$ cat src/rtl/ps2_kbd_ctrl.sv
// rtl/ps2_kbd_ctrl.sv - PS/2 scan-code decoder: FIFO drain, prefix decode, key events
module ps2_kbd_ctrl #(
  parameter int CNT_W = 8
) (
  input  logic             clk,
  input  logic             clrn,
  input  logic [7:0]       kbd_data,
  input  logic             kbd_ready,
  input  logic             kbd_overflow,
  output logic             kbd_nextdata_n,
  output logic             evt_valid,
  output logic [7:0]       evt_code,
  output logic             evt_break,
  output logic             evt_ext,
  output logic             key_down,
  output logic [7:0]       key_code,
  output logic             key_ext,
  output logic [CNT_W-1:0] press_count,
  output logic             err_overflow
);

  typedef enum logic [1:0] {
    ST_IDLE   = 2'd0,
    ST_POP    = 2'd1,
    ST_SETTLE = 2'd2
  } state_t;

  state_t           state_q;
  logic [7:0]       byte_q;
  logic             ext_pend_q;
  logic             brk_pend_q;
  logic             nextdata_n_q;
  logic             evt_valid_q;
  logic [7:0]       evt_code_q;
  logic             evt_break_q;
  logic             evt_ext_q;
  logic             key_down_q;
  logic [7:0]       key_code_q;
  logic             key_ext_q;
  logic [CNT_W-1:0] press_count_q;
  logic             err_overflow_q;

  logic is_ext_d;
  logic is_brk_d;
  logic is_err_d;
  logic match_d;

  // Classify the latched byte and decide whether it repeats the held key
  always_comb begin
    is_ext_d = 1'b0;
    is_brk_d = 1'b0;
    is_err_d = 1'b0;
    match_d  = 1'b0;
    is_ext_d = (byte_q == 8'hE0);
    is_brk_d = (byte_q == 8'hF0);
    is_err_d = (byte_q == 8'h00) || (byte_q == 8'hFF);
    match_d  = key_down_q && (byte_q == key_code_q) && (ext_pend_q == key_ext_q);
  end

  // Control FSM: capture head byte, pop it while decoding, let the receiver settle
  always_ff @(posedge clk or negedge clrn) begin
    if (!clrn) begin
      state_q        <= ST_IDLE;
      byte_q         <= 8'h00;
      ext_pend_q     <= 1'b0;
      brk_pend_q     <= 1'b0;
      nextdata_n_q   <= 1'b1;
      evt_valid_q    <= 1'b0;
      evt_code_q     <= 8'h00;
      evt_break_q    <= 1'b0;
      evt_ext_q      <= 1'b0;
      key_down_q     <= 1'b0;
      key_code_q     <= 8'h00;
      key_ext_q      <= 1'b0;
      press_count_q  <= '0;
      err_overflow_q <= 1'b0;
    end else begin
      evt_valid_q    <= 1'b0;
      nextdata_n_q   <= 1'b1;
      err_overflow_q <= err_overflow_q | kbd_overflow;
      case (state_q)
        ST_IDLE: begin
          if (kbd_ready) begin
            byte_q       <= kbd_data;
            nextdata_n_q <= 1'b0;
            state_q      <= ST_POP;
          end
        end
        ST_POP: begin
          state_q <= ST_SETTLE;
          if (is_ext_d) begin
            ext_pend_q <= 1'b1;
          end else if (is_brk_d) begin
            brk_pend_q <= 1'b1;
          end else if (is_err_d) begin
            ext_pend_q <= 1'b0;
            brk_pend_q <= 1'b0;
          end else begin
            ext_pend_q <= 1'b0;
            brk_pend_q <= 1'b0;
            if (brk_pend_q) begin
              // Releases are always reported; only a matching one drops the held key
              evt_valid_q <= 1'b1;
              evt_code_q  <= byte_q;
              evt_break_q <= 1'b1;
              evt_ext_q   <= ext_pend_q;
              if (match_d) begin
                key_down_q <= 1'b0;
              end
            end else if (!match_d) begin
              // A press of the already-held key is typematic and is swallowed
              evt_valid_q   <= 1'b1;
              evt_code_q    <= byte_q;
              evt_break_q   <= 1'b0;
              evt_ext_q     <= ext_pend_q;
              key_down_q    <= 1'b1;
              key_code_q    <= byte_q;
              key_ext_q     <= ext_pend_q;
              press_count_q <= press_count_q + CNT_W'(1);
            end
          end
        end
        ST_SETTLE: begin
          state_q <= ST_IDLE;
        end
        default: begin
          state_q <= ST_IDLE;
        end
      endcase
    end
  end

  assign kbd_nextdata_n = nextdata_n_q;
  assign evt_valid      = evt_valid_q;
  assign evt_code       = evt_code_q;
  assign evt_break      = evt_break_q;
  assign evt_ext        = evt_ext_q;
  assign key_down       = key_down_q;
  assign key_code       = key_code_q;
  assign key_ext        = key_ext_q;
  assign press_count    = press_count_q;
  assign err_overflow   = err_overflow_q;

endmodule

$ cat config.mk
export PLATFORM = sky130hd
export DESIGN_NAME = ps2_kbd_ctrl
export DESIGN_NICKNAME = d
export VERILOG_FILES = /design/src/rtl/ps2_kbd_ctrl.sv
export SDC_FILE = /design/constraint.sdc
export NUM_CORES = 1
export LEC_CHECK = 0
export CAP_MARGIN = 20
export CORE_MARGIN = 10
export CORE_UTILIZATION = 49
export DETAILED_ROUTE_END_ITERATION = 7
export HOLD_SLACK_MARGIN = 0.1
export PLACE_DENSITY = 0.79
export SLEW_MARGIN = 10
export SYNTH_ARGS = -nofsm -noshare
export SYNTH_HDL_FRONTEND = slang
export SYNTH_SLANG_ARGS = --single-unit
$ cat constraint.sdc
create_clock -name clk -period 2.5 [get_ports clk]
set_clock_uncertainty 0.2 [all_clocks]
set_input_delay 0.375 -clock clk [delete_from_list [all_inputs] [get_ports clk]]
set_output_delay 0.375 -clock clk [all_outputs]
set_load 0.005 [all_outputs]
==> results of run 1 <==
-- metal layers --
metal | GRT usage | up-vias
li1 | - | 575
met5 | 0 | -
met1 | 0.141 | 630
met3 | 0.0568 | 10
met4 | 0.0657 | 0
met2 | 0.210 | 39
-- area by class of cell --
type / instances / area (um^2)
Clock buffer: 6 / 82.6
Clock inverter: 2 / 35.0
Fill cell: 261 / 1170
Inverter: 2 / 7.51
Multi-Input combinational cell: 86 / 739
Sequential cell: 43 / 1080
Tap cell: 48 / 60.1
Timing Repair Buffer: 51 / 485
-- registers in the layout, indices dropped and copies added (netlist names), 2 cells and up --
| name | cells |
|---|---|
| evt_code | 8 |
| key_code | 8 |
| press_count | 8 |
| byte_q | 8 |
| state_q | 2 |
-- synth_stat cells --
library cell | instances | area (um^2)
mux2_4 | 9 | 135
ha_1 | 1 | 12.5
buf_4 | 1 | 7.51
nor2_2 | 1 | 6.26
a21oi_1 | 1 | 5.00
nand4_2 | 1 | 12.5
o21ai_0 | 2 | 10.0
inv_1 | 2 | 7.51
nor3_1 | 1 | 5.00
nor3b_1 | 1 | 7.51
xor2_1 | 8 | 70.1
nand3_1 | 4 | 20.0
o21a_1 | 1 | 7.51
nand2_1 | 5 | 18.8
dfstp_2 | 1 | 26.3
a22o_1 | 1 | 8.76
xnor2_1 | 8 | 70.1
nand4_1 | 3 | 18.8
mux2_2 | 9 | 101
or2_2 | 2 | 12.5
and3b_1 | 1 | 8.76
nand3b_1 | 1 | 7.51
and3_1 | 1 | 6.26
mux2_1 | 9 | 101
nand2b_1 | 2 | 12.5
a21oi_2 | 1 | 8.76
nor2_1 | 8 | 30.0
buf_6 | 2 | 22.5
or4_1 | 2 | 15.0
nor4_1 | 1 | 6.26
nor4_2 | 1 | 12.5
dfrtp_1 | 42 | 1050
buf_1 | 1 | 3.75
o31ai_1 | 1 | 7.51
-- layout by cell type, fill, tap and decap left out, types with 4 or more instances in the layout --
master / instances
dfrtp_1: 42
clkdlybuf4s50_1: 41
mux2_2: 9
mux2_4: 9
mux2_1: 9
xor2_1: 8
xnor2_1: 8
nor2_1: 8
buf_4: 8
clkbuf_8: 6
nand2_1: 5
nand3_1: 4
-- per-stage QoR --
| step | area, um^2 | setup WS [ps] |
|---|---|---|
| after floorplan | 1860 | 282 |
| after global placement | 2350 | 127 |
| after detailed placement | 2350 | 64.9 |
| after CTS | 2480 | 55.2 |
| after global routing | 2490 | 55.3 |
| final | 2490 | 137 |
-- worst max-delay path: stages, from the launching register on --
cell      delay (ps)
dfrtp_1          450
or4_1            590
a21oi_2          190
nor2_2           120
nand3b_1         190
buf_4            180
mux2_1           330
-- power groups by stage --
stage	Clock, mW	Sequential [mW]	Combinational, mW
after global routing	0.598	1.22	1.10
after CTS	0.566	1.19	1.03
after detailed placement	0	1.19	1.03
after global placement	0	1.18	0.994
final	0.557	1.19	1.01
after floorplan	0	1.16	0.464
-- how the worst max path moves through the flow --
stage	startpoint	end	slack, ps
after floorplan	byte_q[4]	key_code[0]	280
after global placement	byte_q[0]	key_code[5]	130
after detailed placement	byte_q[0]	evt_code[0]	60
after CTS	byte_q[0]	key_code[1]	60
after global routing	byte_q[0]	key_ext	60
final	byte_q[0]	key_code[1]	140
-- timing repair --
item,in CTS,in global routing
hold buffers,1,0
endpoints found under the setup margin,0,12
endpoints found under the hold margin,19,0
gates resized for setup,0,1
setup buffers,0,1
-- cells by family (layout without fill, tap and decap cells) --
group | after synthesis | count (layout) | synth area share
XOR/XNOR | 16 | 16 | 0.0755
multiplexers | 27 | 27 | 0.182
AND/OR/NAND/NOR | 35 | 35 | 0.108
AO/OA/AOI/OAI | 7 | 7 | 0.0256
flip-flops | 43 | 43 | 0.580
adder cells (fa/ha/maj) | 1 | 1 | 0.00674
buffers and inverters | 6 | 61 | 0.0222
==> flow_metrics.py, run 1 <==
metrics = {
    "floorplanning": {
        "core_area_um2": 3660,
        "die_x_um": 81.6,
        "io_pins": 43,
        "die_area_um2": 6650,
        "initial_core_util": 0.507,
        "num_rows": 22,
        "fp.dieH_um": 81.6,
    },
    "critical_path": {
        "r2r_slack_ps": 140,
        "rr_worst_depth": 6,
        "crit_path_end_kind": "flip-flop",
        "critical_path_class": "reg -> reg",
        "r2r_start": "byte_q[0]",
        "worstPathRequired_ps": 2480,
        "regToRegEndpoint": "key_code[1]",
        "arrival_ps": 2340,
        "cp-start-kind": "flip-flop",
        "cp_max_fo": 8,
    },
    "power_and_ir_drop": {
        "swShare": 0.298,
        "p_seq_frac": 0.431,
        "p_int_mw": 1.94,
        "vdd_drop_max_v": 0.000798,
        "p_clk_frac": 0.202,
        "p_sw_mw": 0.823,
        "powerDensity_nw_per_um2": 1110,
        "power_mw": 2.76,
        "p_leak_nw": 1.07,
        "pwr-share-comb": 0.367,
    },
    "clock_tree": {
        "worstSkewPairLatency_ps": 300,
        "cts_root_buf": "clkbuf_8",
        "cts_tree": "yes",
        "cts_buffers": 5,
        "clk_pin_slew_ps": 80,
        "cts_buffer_depth": 2,
        "htreeDepth": 2,
        "clock_sinks": 43,
    },
    "sta": {
        "maxSlewViolCount": 0,
        "period_minus_slack_ps": 2360,
        "finalSetupViolations": 0,
        "tns_ps": 0,
        "finalHoldViolations": 0,
        "max_clock_freq_ghz": 0.423,
        "finalCritPeriodShare": 0.945,
        "grt_setup_unrepaired": "false",
        "relSlewSlack": 0.691,
        "worstMarginPinSlew_ps": 459,
        "holdWs_ps": 268,
    },
    "routing": {
        "drc_errors": 0,
        "drt_first_pass_iters": 4,
        "wl_per_cell_um": 17.1,
        "via_per_inst": 5.27,
        "wl_met3_um": 339,
        "drtIter0Drc": 51,
        "vias": 1254,
        "highest_layer": "met4",
        "routed_wl_mm": 4.07,
        "wl_met1_mm": 1.65,
        "drtAntennaViolNets": 0,
        "wl_met2_mm": 1.99,
    },
    "run_status": {
        "status": "complete, no violations",
    },
    "synthesis": {
        "synth_area_um2": 1860,
        "synth_nets": 148,
        "ys_types": 34,
        "syn_avg_cell_area_um2": 13.8,
        "yosys_register_bits": 43,
        "synth_cells": 135,
        "yosys_warnings": 0,
        "yosysSeqAreaShare": 0.580,
    },
    "place": {
        "place.port_buffers": 42,
        "gp_congestion": 0.812,
        "place_hpwl_mm": 3.10,
        "dpl.cell_count": 228,
    },
    "global_routing": {
        "grt_pass1_wl_mm": 6.55,
        "grt_usage": 0.129,
        "grt_overflow": 0,
        "antenna_found_initial": 0,
        "grt_max_degree": 25,
        "grt_pass1_vias": 1355,
    },
    "layout": {
        "nets": 202,
        "drive_above_1_share": 0.226,
        "fin_util": 0.679,
        "fin_cells": 238,
        "diodes": 0,
        "areaGrowthSynthToFinish_pct": 34.0,
    },
    "run": {
        "maxCapViolations": 0,
    },
    "hold_path": {
        "worstHoldStart": "err_overflow",
        "holdPathStages": 1,
        "holdCritPathClass": "reg -> reg",
        "hold_path_end": "err_overflow",
    },
}
No activity file was read; power rests on OpenSTA's default activity.
==> run 2: changes to the inputs <==
RECOVER_POWER = 50   (was unset)
==> run 2 against run 1 <==
  * Final cell count is the same
  * First-iteration DRC count up 2.0%
  * Global-route usage unchanged
  * Critical endpoint unchanged
  * Critical path depth stayed put
  * Largest cell class unchanged
  * Core utilization fell by 0.21 points
==> flow_metrics.py, run 2 (synthesized netlist as in run 1, its figures left out) <==
metrics = {
    "clock_tree": {
        "worstSkewPairLatency_ps": 300,
        "clk_pin_slew_ps": 80,
        "htreeDepth": 2,
        "cts_buffers": 5,
        "clock_sinks": 43,
        "cts_root_buf": "clkbuf_8",
        "cts_buffer_depth": 2,
        "cts_tree": "yes",
    },
    "layout": {
        "drive_above_1_share": 0.216,
        "final_area_um2": 2480,
        "fillCellCount": 265,
        "fin_cells": 238,
        "layout_common_cells": "dfrtp_1, clkdlybuf4s50_1, mux2_2, mux2_4, mux2_1",
        "layout_commonest_cell": "dfrtp_1",
        "areaGrowthSynthToFinish_pct": 33.6,
        "diodes": 0,
        "nets": 202,
    },
    "sta": {
        "max_clock_freq_ghz": 0.423,
        "holdWs_ps": 268,
        "finalSetupViolations": 0,
        "relSlewSlack": 0.314,
        "finalHoldViolations": 0,
        "finalCritPeriodShare": 0.945,
        "maxSlewViolCount": 0,
        "period_minus_slack_ps": 2360,
        "tns_ps": 0,
        "grt_setup_unrepaired": "false",
        "worstMarginPinSlew_ps": 1030,
    },
    "global_routing": {
        "grt_usage": 0.129,
        "grt_max_degree": 25,
        "grt_pass1_wl_mm": 6.55,
        "antenna_found_initial": 0,
        "grt_overflow": 0,
        "grt_pass1_vias": 1355,
    },
    "power_and_ir_drop": {
        "p_clk_frac": 0.202,
        "p_int_mw": 1.93,
        "vdd_drop_max_v": 0.000798,
        "swShare": 0.299,
        "powerDensity_nw_per_um2": 1110,
        "pwr-share-comb": 0.366,
        "power_mw": 2.75,
        "p_seq_frac": 0.431,
        "p_leak_nw": 1.06,
        "p_sw_mw": 0.823,
    },
    "critical_path": {
        "cp_max_fo": 8,
        "crit_cells": 6,
        "path_cells": "or4_1, a21oi_2, nor2_2, nand3b_1, buf_4, mux2_1",
        "critical-path-top-delay-family": "simple AND/OR/NAND/NOR gates",
        "cp_slowest_stage_delay_ps": 590,
        "arrival_ps": 2340,
        "cp-start-kind": "flip-flop",
        "cp.buffers_inverters": 1,
        "rr_worst_depth": 6,
        "worstPathRequired_ps": 2480,
        "critical_path_class": "reg -> reg",
        "cpMaxStageDelayCell": "or4_1",
        "crit_path_end_kind": "flip-flop",
    },
    "floorplanning": {
        "num_rows": 22,
        "die_x_um": 81.6,
        "core_area_um2": 3660,
        "die_area_um2": 6650,
        "initial_core_util": 0.507,
        "io_pins": 43,
        "fp.dieH_um": 81.6,
    },
    "place": {
        "place_hpwl_mm": 3.10,
        "place.port_buffers": 42,
        "place_area_um2": 2350,
        "gp_congestion": 0.812,
        "dpl.cell_count": 228,
    },
    "routing": {
        "wl_per_cell_um": 17.1,
        "drc_errors": 0,
        "vias": 1254,
        "drt_first_pass_iters": 4,
        "drtIter0Drc": 52,
        "routed_wl_mm": 4.06,
        "drtAntennaViolNets": 0,
        "via_per_inst": 5.27,
    },
    "hold_path": {
        "holdPathStages": 1,
        "holdCritPathClass": "reg -> reg",
    },
    "run_status": {
        "status": "complete, no violations",
    },
    "run": {
        "maxCapViolations": 0,
    },
}
-- run 2: cell count changes in the layout (fill, tap and decap cells not counted), sizes merged --
cell,change
buf,-3
clkdlybuf4s50,-3
clkbuf,+3
dlygate4sd3,+3
-- run 2: area by class of cell --
type / instances / area, um^2 / share of cell area
sequential: 43 / 1080 / 0.434
tap: 48 / 60.1 / 0.0242
clock inverter: 2 / 35.0 / 0.0141
inverter: 2 / 7.51 / 0.00303
timing repair buffer: 51 / 478 / 0.193
clock buffer: 6 / 82.6 / 0.0333
multi-input combinational: 86 / 739 / 0.298
-- run 2: stage by stage --
| stage | worst slack [ps] | util |
|---|---|---|
| finish | 136 | 0.677 |
| global route | 55.3 | 0.677 |
| CTS | 55.2 | 0.677 |
| detailed placement | 64.9 | 0.642 |
| global placement | 127 | 0.642 |
| floorplan | 282 | - |
-- run 2: per-layer routing --
layer  up-vias  track usage  wire length (um)
met5         -            0                 0
met4         0       0.0657                82
met3        10       0.0568               339
met2        39        0.210              1990
met1       630        0.141              1640
li1        575            -                 -
-- run 2: path summary, 6_finish.rpt --
check / startpoint / to / slack [ps]
setup / recovery: byte_q[0] / key_code[1] / 140
hold / removal: err_overflow / err_overflow / 270
setup reg to reg: byte_q[0] / key_code[1] / 140
hold reg to reg: err_overflow / err_overflow / 270
max in group asynchronous: clrn / byte_q[3] / 410
min in group asynchronous: clrn / press_count[7] / 560
-- run 2: power groups by stage --
| stage | logic [mW] | registers [mW] | clock network (mW) |
|---|---|---|---|
| after floorplan | 0.464 | 1.16 | 0 |
| after global placement | 0.994 | 1.18 | 0 |
| after detailed placement | 1.03 | 1.19 | 0 |
| after CTS | 1.03 | 1.19 | 0.566 |
| after global routing | 1.10 | 1.22 | 0.598 |
| final | 1.01 | 1.19 | 0.557 |
-- run 2: worst reg2reg max path, stage by stage, from the launching register on --
cell	delay [ps]
dfrtp_1	450
or4_1	590
a21oi_2	200
nor2_2	120
nand3b_1	190
buf_4	180
mux2_1	330
-- run 2: repair_timing --
item,4_1_cts,5_1_grt
setup buffers,0,1
hold endpoints to repair,19,0
hold buffers,1,0
endpoints found under the setup margin,0,12
gates resized for setup,0,1
